===== src/rtl/az_sequencer_pkg.sv =====
// Shared definitions for the auto-zero sequencer: conditioning-vector field
// layout, counter width and FSM state encoding.
package az_sequencer_pkg;

  localparam int AZ_NUM_BITS = 22;
  localparam int AZ_CNT_W    = 24;

  localparam int AZMUX_LSB   = 0;
  localparam int HIMUX_LSB   = 4;
  localparam int HIMUX2_LSB  = 8;
  localparam int PCSW_BIT    = 12;
  localparam int LED0_BIT    = 13;
  localparam int MONITOR_LSB = 14;

  typedef enum logic [2:0] {
    IDLE       = 3'd0,
    SIG_SETTLE = 3'd1,
    SIG_APER   = 3'd2,
    LO_SETTLE  = 3'd3,
    LO_APER    = 3'd4
  } azState_t;

  typedef struct packed {
    logic [3:0] azmuxSig;
    logic [3:0] azmuxLo;
    logic [3:0] himux;
    logic [3:0] himux2;
  } muxCfg_t;

endpackage


===== src/rtl/az_sequencer_phase_timer.sv =====
// Phase duration timer: loads max(n,1) on entry to a timed state and flags
// the last clock of that state; doneNext is the value done takes next clock.
module az_sequencer_phase_timer
  import az_sequencer_pkg::*;
#(
  parameter int CNT_W = AZ_CNT_W
) (
  input  logic             clk,
  input  logic             reset,
  input  logic             load,
  input  logic [CNT_W-1:0] n,
  output logic             done,
  output logic             doneNext
);

  logic [CNT_W-1:0] cnt_q, cnt_d;
  logic [CNT_W-1:0] lim_q, lim_d;
  logic             done_q, done_d;
  logic [CNT_W-1:0] nMinus1;

  // A zero length is stretched to one clock, so the limit never underflows.
  assign nMinus1 = (n == '0) ? '0 : n - CNT_W'(1);

  always_comb begin
    cnt_d  = cnt_q;
    lim_d  = lim_q;
    done_d = done_q;
    if (load) begin
      cnt_d  = '0;
      lim_d  = nMinus1;
      done_d = (nMinus1 == '0);
    end else if (cnt_q != lim_q) begin
      cnt_d  = cnt_q + CNT_W'(1);
      done_d = (cnt_d == lim_q);
    end
  end

  always_ff @(posedge clk or posedge reset) begin
    if (reset) begin
      cnt_q  <= '0;
      lim_q  <= '0;
      done_q <= 1'b0;
    end else begin
      cnt_q  <= cnt_d;
      lim_q  <= lim_d;
      done_q <= done_d;
    end
  end

  assign done     = done_q;
  assign doneNext = done_d;

endmodule


===== src/rtl/az_sequencer.sv =====
// Auto-zero modulation sequencer: alternates azmux between signal and lo
// phases (settle + aperture each). Define AZ_SEQ_MONITOR_EN to drive the monitor byte.
module az_sequencer
  import az_sequencer_pkg::*;
#(
  parameter int NUM_BITS = AZ_NUM_BITS,
  parameter int CNT_W    = AZ_CNT_W
) (
  input  logic                clk,
  input  logic                reset,
  input  logic                enable,
  input  logic [3:0]          cfg_azmux_sig,
  input  logic [3:0]          cfg_azmux_lo,
  input  logic [3:0]          cfg_himux,
  input  logic [3:0]          cfg_himux2,
  input  logic [CNT_W-1:0]    cfg_settle,
  input  logic [CNT_W-1:0]    cfg_aper,
  output logic [NUM_BITS-1:0] out,
  output logic                busy,
  output logic                phase_sig,
  output logic                aper_active,
  output logic                sample_done
);

  azState_t         state_q, state_d;
  muxCfg_t          shadow_q, shadow_d, cfgIn;
  logic [CNT_W-1:0] shSettle_q, shSettle_d;
  logic [CNT_W-1:0] shAper_q, shAper_d;
  logic             stopReq_q, stopReq_d;
  logic             led0_q, led0_d;
  logic             stopNow, relatch;
  logic             timerLoad, timerDone, timerDoneNext;
  logic [CNT_W-1:0] timerN;
  logic [NUM_BITS-1:0] out_d;
  logic             busy_d, phaseSig_d, aperActive_d, sampleDone_d;

  assign cfgIn   = {cfg_azmux_sig, cfg_azmux_lo, cfg_himux, cfg_himux2};
  assign stopNow = stopReq_q || !enable;

  // Apertures are never cut short; a stop request only takes effect at aperture end.
  always_comb begin
    state_d = state_q;
    case (state_q)
      IDLE:       if (enable)    state_d = SIG_SETTLE;
      SIG_SETTLE: if (timerDone) state_d = SIG_APER;
      SIG_APER:   if (timerDone) state_d = stopNow ? IDLE : LO_SETTLE;
      LO_SETTLE:  if (timerDone) state_d = LO_APER;
      LO_APER:    if (timerDone) state_d = stopNow ? IDLE : SIG_SETTLE;
      default:                   state_d = IDLE;
    endcase
  end

  assign relatch    = (state_d == SIG_SETTLE) && (state_q != SIG_SETTLE);
  assign shadow_d   = relatch ? cfgIn      : shadow_q;
  assign shSettle_d = relatch ? cfg_settle : shSettle_q;
  assign shAper_d   = relatch ? cfg_aper   : shAper_q;
  assign stopReq_d  = (state_d == IDLE) ? 1'b0 : (stopReq_q || !enable);
  assign led0_d     = (state_q == LO_APER && timerDone) ? ~led0_q : led0_q;

  assign timerLoad = (state_d != state_q) && (state_d != IDLE);
  assign timerN    = (state_d == SIG_SETTLE || state_d == LO_SETTLE) ? shSettle_d : shAper_d;

  az_sequencer_phase_timer #(
    .CNT_W(CNT_W)
  ) u_timer (
    .clk     (clk),
    .reset   (reset),
    .load    (timerLoad),
    .n       (timerN),
    .done    (timerDone),
    .doneNext(timerDoneNext)
  );

  assign busy_d       = (state_d != IDLE);
  assign phaseSig_d   = (state_d == SIG_SETTLE) || (state_d == SIG_APER);
  assign aperActive_d = (state_d == SIG_APER) || (state_d == LO_APER);
  assign sampleDone_d = aperActive_d && timerDoneNext;

  // Outputs are built from next-state values so they register on the state edge.
  always_comb begin
    out_d = '0;
    if (state_d != IDLE) begin
      out_d[AZMUX_LSB +: 4]  = phaseSig_d ? shadow_d.azmuxSig : shadow_d.azmuxLo;
      out_d[HIMUX_LSB +: 4]  = shadow_d.himux;
      out_d[HIMUX2_LSB +: 4] = shadow_d.himux2;
      out_d[PCSW_BIT]        = phaseSig_d;
      out_d[LED0_BIT]        = led0_d;
`ifdef AZ_SEQ_MONITOR_EN
      out_d[MONITOR_LSB +: 8] = {sampleDone_d, aperActive_d, phaseSig_d, busy_d,
                                 1'b0, state_d};
`else
      out_d[MONITOR_LSB +: 8] = 8'h00;
`endif
    end
  end

  always_ff @(posedge clk or posedge reset) begin
    if (reset) begin
      state_q     <= IDLE;
      shadow_q    <= '0;
      shSettle_q  <= '0;
      shAper_q    <= '0;
      stopReq_q   <= 1'b0;
      led0_q      <= 1'b0;
      out         <= '0;
      busy        <= 1'b0;
      phase_sig   <= 1'b0;
      aper_active <= 1'b0;
      sample_done <= 1'b0;
    end else begin
      state_q     <= state_d;
      shadow_q    <= shadow_d;
      shSettle_q  <= shSettle_d;
      shAper_q    <= shAper_d;
      stopReq_q   <= stopReq_d;
      led0_q      <= led0_d;
      out         <= out_d;
      busy        <= busy_d;
      phase_sig   <= phaseSig_d;
      aper_active <= aperActive_d;
      sample_done <= sampleDone_d;
    end
  end

endmodule


===== config.mk =====
export PLATFORM = sky130hd
export DESIGN_NAME = az_sequencer
export DESIGN_NICKNAME = d
export VERILOG_FILES = /design/src/rtl/az_sequencer_pkg.sv /design/src/rtl/az_sequencer_phase_timer.sv /design/src/rtl/az_sequencer.sv
export SDC_FILE = /design/constraint.sdc
export NUM_CORES = 1
export LEC_CHECK = 0
export CAP_MARGIN = 20
export CORE_UTILIZATION = 50
export CTS_CLUSTER_SIZE = 24
export DETAILED_ROUTE_END_ITERATION = 10
export PLACE_DENSITY = 0.79
export REMOVE_ABC_BUFFERS = 1
export SYNTH_ARGS = -nofsm -noshare
export SYNTH_HDL_FRONTEND = slang
export SYNTH_HIERARCHICAL = 1
export SYNTH_SLANG_ARGS = --single-unit

===== constraint.sdc =====
create_clock -name clk -period 6.6 [get_ports clk]
set_input_delay 0.99 -clock clk [delete_from_list [all_inputs] [get_ports clk]]
set_output_delay 0.99 -clock clk [all_outputs]
set_load 0.03 [all_outputs]

==> results of run 1 <==
-- layout by cell type (no fill, tap or decap), drive strengths merged, types with 5 or more instances in the layout --
cell type,instances
clkdlybuf4s50,84
nor2b,14
or3,5
nor4,11
clkbuf,19
mux2,85
and3,5
o21ai,23
nand2,32
xor2,49
mux2i,8
a21oi,12
conb,8
o2bb2ai,12
nor3,13
nand2b,5
nand3,26
nor2,53
inv,30
dfrtp,136
and4,5
buf,6
xnor2,27
or4,7
nand4,16
-- final timing paths --
| kind | to | start | cells past startpoint | slack [ns] |
|---|---|---|---|---|
| max in group asynchronous | shAper_q[3] | reset | 4 | 5.04 |
| max | sample_done | enable | 16 | 1.58 |
| max reg2reg | sample_done | u_timer/done | 13 | 1.71 |
| min reg2reg | led0_q | led0_q | 1 | 0.46 |
| min in group asynchronous | u_timer/cnt_q[21] | reset | 2 | 0.84 |
| min | led0_q | led0_q | 1 | 0.46 |
-- layout make-up --
class                           count  share of cell area (%)
Tap cell                          180                    2.52
Inverter                           25                    1.07
Clock buffer                       19                    5.07
Multi-Input combinational cell    466                    40.7
Sequential cell                   136                    38.1
Timing Repair Buffer               90                    10.4
Clock inverter                     13                    2.05
-- cell families after synthesis --
group	count (synthesis)	share of synthesized area (%)
and+or+nand+nor	208	15.6
DFF	136	46.4
muxes	93	16.0
AOI/OAI and AO/OA	78	7.69
xor gates and xnor gates	76	9.07
buffers and inverters	66	4.77
adders and majority gates	3	0.477
other	1	0.0511
-- state kept, by name, summed over array words and instances, names as in the netlist, 3 cells and up --
name           cells
u_timer/cnt_q     24
u_timer/lim_q     24
shAper_q          24
state_q            3
shSettle_q        24
out               14
shadow_q          16
-- per-stage QoR --
step	cell area, um^2	setup slack [ns]	utilization [%]
floorplan	7110	1.78	-
global placement	8240	1.44	58.5
detailed placement	8240	1.26	58.5
CTS	8880	1.64	63.0
global route	8920	1.25	63.3
finish	8920	1.58	63.3
-- power breakdown --
part	internal [mW]	switching (mW)	total (mW)
clock network	0.626	0.385	1.01
logic	0.709	0.745	1.45
registers	1.16	0.184	1.35
total	2.50	1.31	3.81
-- layer usage --
metal | GRT usage (%) | wire length (um) | share of wire (%)
met1 | 30.7 | 7370 | 45
met2 | 36.7 | 7820 | 48
met3 | 5.40 | 808 | 5.0
met4 | 10.0 | 267 | 1.6
met5 | 0 | 0 | 0
==> metrics.txt, run 1 <==
Yosys top cell area share 46.4%; core area 14100 um^2; most area-consuming cells after synthesis dfrtp_1, mux2_2, mux2_4; footprint of the multi-input gates 3630 um^2; number of diodes 0; post-synth top area cell dfrtp_1; root buffer cell clkbuf_16; Hold Violations, Final 0; status finished clean; Max Clock Freq 199 MHz; startpoint types primary input; Die Wd 123 um; DRC Markers 0; initial antenna violation count 0; Cells after Synth 661; Rows 43; Critical Path RT 6.96 ns; Max Cap Violations 0; initial drt markers 305; Clk Latency, worst-skew pair 0.43 ns; CTS Hold Buffers Added 0; dpl hpwl 11500 um; non-filler cells, final 929; CTS tree done; pwr dens 427 nW/um^2; antenna violation net count after detailed routing 0; Fillers 1062; count of cell types in the netlist 65; Worst Setup Path Type primary input to flop; CTS Buf Count 17; total wire length 16300 um; placed cells 895; WHS 0.457 ns; ys async rst share 100%; crit-path max cell delay 0.60 ns; Setup TNS 0 ns; routability cong. 1.01; Final Setup Violations 0; Clock Path Buffers 2; total track usage 23.3%; CP arrival 5.38 ns; Initial Util 52.1%; Final Max Tran Viols 0; Synth Register Bits 136; Period minus WS final 5.02 ns; Die ar. 15200 um^2; port bufs 84; RSZ-0062 raised after global routing false; sequential-to-total area share from yosys stat 46.4%; first-pass GRT wire length 27000 um; number of global-route vias before repair 5341; Leakage 3.85 nW; CP bufs+invs 3; Ports 93; Worst path top cell family by delay simple AND/OR/NAND/NOR gates; Post-CTS Setup Bufs 0; maximum number of pins on one net before global-route repair 88; Remaining Overflow, GRT 0; Hold Crit Class flop to flop; Final #Nets 805; Worst-path clk slew 0.06 ns; htree depth 4; Least-Margin Pin Slew 0.979 ns; wire length per cell 17.5 um; Post-synth EDFFs 0; Design Power 3.81 mW; Synth warnings 6; Max-slew headroom 34.7%; ratio of cells with drive above 1 in the final layout 19.2%; syn avg cell area 11.1 um^2; Most used DFF post-synth dfrtp_1; Max IR drop VDD 0.000283 V; Synth-to-Final Area Change 21.6%; kind of end point of the critical path flop; Slowest-stage cell, CP clkdlybuf4s50_1; Chip Height 123 um; 1st-pass router iterations 4; fin crit share 76.1%; post-CTS sizing 0; Max FO, Critical Path 17; Fin Clk Skew 0.0120 ns; crit-path cells clkdlybuf4s50_1 > nor2b_1 > nand3_1 > o311ai_4 > buf_4 > mux2_2 > inv_1 > ha_1 > nor2b_1 > nand3_1 > nor3_1 > nand2b_1 > a21oi_1 > o2111a_1 > a311o_2 > and2_1; Vias/cell 5.63; routed vias 5228; Post-synth top cells dfrtp_1, nor2_1, mux2_2, xor2_1, mux2_4; TritonCTS Sinks 136; most frequent cell after synthesis dfrtp_1; FF/Latch Area 3400 um^2; synthesized cell area 7340 um^2
No activity file was read; power rests on OpenSTA's default activity.
==> run 2: changes to the inputs <==
==> constraint.sdc (replaced) <==
create_clock -name clk -period 4.8 [get_ports clk]
set_input_delay 0.72 -clock clk [delete_from_list [all_inputs] [get_ports clk]]
set_output_delay 0.72 -clock clk [all_outputs]
set_load 0.03 [all_outputs]
==> run 2 against run 1 <==
  * Via count grew 2.4%
  * Wire length grew 3.6%
  * Worst setup slack lost 1.2 ns
  * Combinational power grew 41%
  * Global-route usage grew 0.95 points
  * Register-to-register slack lost 1.3 ns
  * Sequential power grew 38%
  * Largest cell class unchanged
  * Highest routed layer unchanged
==> metrics.txt, run 2 (synthesized netlist as in run 1, its figures left out) <==
status finished clean; WHS 0.479 ns; Max FO, Critical Path 29; wire length per cell 18.0 um; post-CTS sizing 0; Clk Latency, worst-skew pair 0.42 ns; Clock Path Buffers 2; total wire length 16900 um; CTS Buf Count 17; CTS Hold Buffers Added 0; Final Setup Violations 0; Final #Nets 814; Comb power frac 39.4%; Max-slew headroom 30.8%; Chip Height 123 um; Worst Setup Path Type flop to flop; Rows 43; routed vias 5353; kind of end point of the critical path flop; Fin Clk Skew 0.00919 ns; root buffer cell clkbuf_16; antenna violation net count after detailed routing 0; initial drt markers 377; first-pass GRT wire length 27900 um; Final Max Tran Viols 0; Least-Margin Pin Slew 1.04 ns; footprint of the multi-input gates 3630 um^2; Vias/cell 5.71; number of global-route vias before repair 5633; RSZ-0062 raised after global routing false; Hold Crit Class flop to flop; 1st-pass router iterations 5; Switching Fraction 35.7%; Design Power 5.18 mW; Hold Violations, Final 0; Remaining Overflow, GRT 0; startpoint types flop; htree depth 4; Worst-path clk slew 0.07 ns; Period minus WS final 4.38 ns; most frequent cells in the layout dfrtp_1, clkdlybuf4s50_1, nor2_1; Clock Power Share 24.8%; FF/Latch Area 3400 um^2; Synth-to-Final Area Change 21.6%; number of diodes 0; port bufs 84; Post-CTS Setup Bufs 0; Die Wd 123 um; Int Pwr 3.33 mW; Max Cap Violations 0; TritonCTS Sinks 136; routability cong. 0.999; worst setup margin 0.419 ns; post-route cell area 8930 um^2; Die ar. 15200 um^2; Fillers 1065; placed cell areas 8310 um^2; Max IR drop VDD 0.000436 V; Seq pwr share 35.8%; total track usage 24.2%; core area 14100 um^2; maximum number of pins on one net before global-route repair 55; commonest non-fill, non-tap cell in the layout dfrtp_1; CP arrival 4.70 ns; dpl hpwl 12200 um; initial antenna violation count 0; Ports 93; Initial Util 52.1%; fin crit share 91.3%; Max Clock Freq 228 MHz; Leakage 3.86 nW; DRC Markers 0; CTS tree done; Net Sw Power 1.85 mW; Critical Path RT 5.12 ns; Post-Place Worst Slack 0.0888 ns; pwr dens 580 nW/um^2; ratio of cells with drive above 1 in the final layout 20.2%
-- run 2: per-stage QoR --
| stage | setup TNS, ns | std cells | util (%) |
|---|---|---|---|
| 3_5_place_dp | 0 | 904 | 58.9 |
| 5_1_grt | 0 | 938 | 63.3 |
| 6_report | 0 | 938 | 63.3 |
| 4_1_cts | 0 | 936 | 63.1 |
| 3_3_place_gp | 0 | 904 | 58.9 |
| 2_1_floorplan | -0.0208 | 627 | - |
-- run 2: routing by layer --
layer / GRT usage, % / up-vias / wire length [um]
met5: 0 / - / 0
met4: 10.1 / 0 / 404
met3: 6.83 / 42 / 1050
met2: 39.6 / 199 / 8200
met1: 30.0 / 2624 / 7200
li1: - / 2488 / -
-- run 2: cell type report --
type	count	share of cell area [%]
Multi-Input combinational cell	466	40.7
Sequential cell	136	38.1
Timing Repair Buffer	99	11.0
Clock buffer	17	4.76
Tap cell	180	2.52
Clock inverter	15	1.78
Inverter	25	1.07
-- run 2: path summary, 6_finish.rpt --
check / from / end / slack [ns] / cells after the start
max: u_timer/done / sample_done / 0.42 / 13
min: led0_q / led0_q / 0.48 / 1
min reg2reg: led0_q / led0_q / 0.48 / 1
max reg2reg: u_timer/done / sample_done / 0.42 / 13
max in group asynchronous: reset / shSettle_q[14] / 2.97 / 3
min in group asynchronous: reset / u_timer/cnt_q[22] / 0.70 / 2
-- run 2: critical path, stage by stage (launching register included) --
cell and delay (ns):
dfrtp_1 0.55, and2b_4 0.28, o211ai_4 0.35, buf_12 0.27, mux2_2 0.37, mux2_4 0.29
or4_1 0.55, nor2_1 0.25, nand4_1 0.30, o41ai_1 0.33, a21oi_1 0.11, o2111a_1 0.13
a311o_2 0.31, and2_1 0.14
-- run 2: power groups by stage --
stage,Combinational (mW),Sequential [mW],Clock [mW]
2_1_floorplan,1.39,1.90,0
3_3_place_gp,1.94,1.84,0
3_5_place_dp,2.01,1.87,0
4_1_cts,2.03,1.85,1.31
5_1_grt,2.21,1.91,1.36
6_report,2.04,1.86,1.28
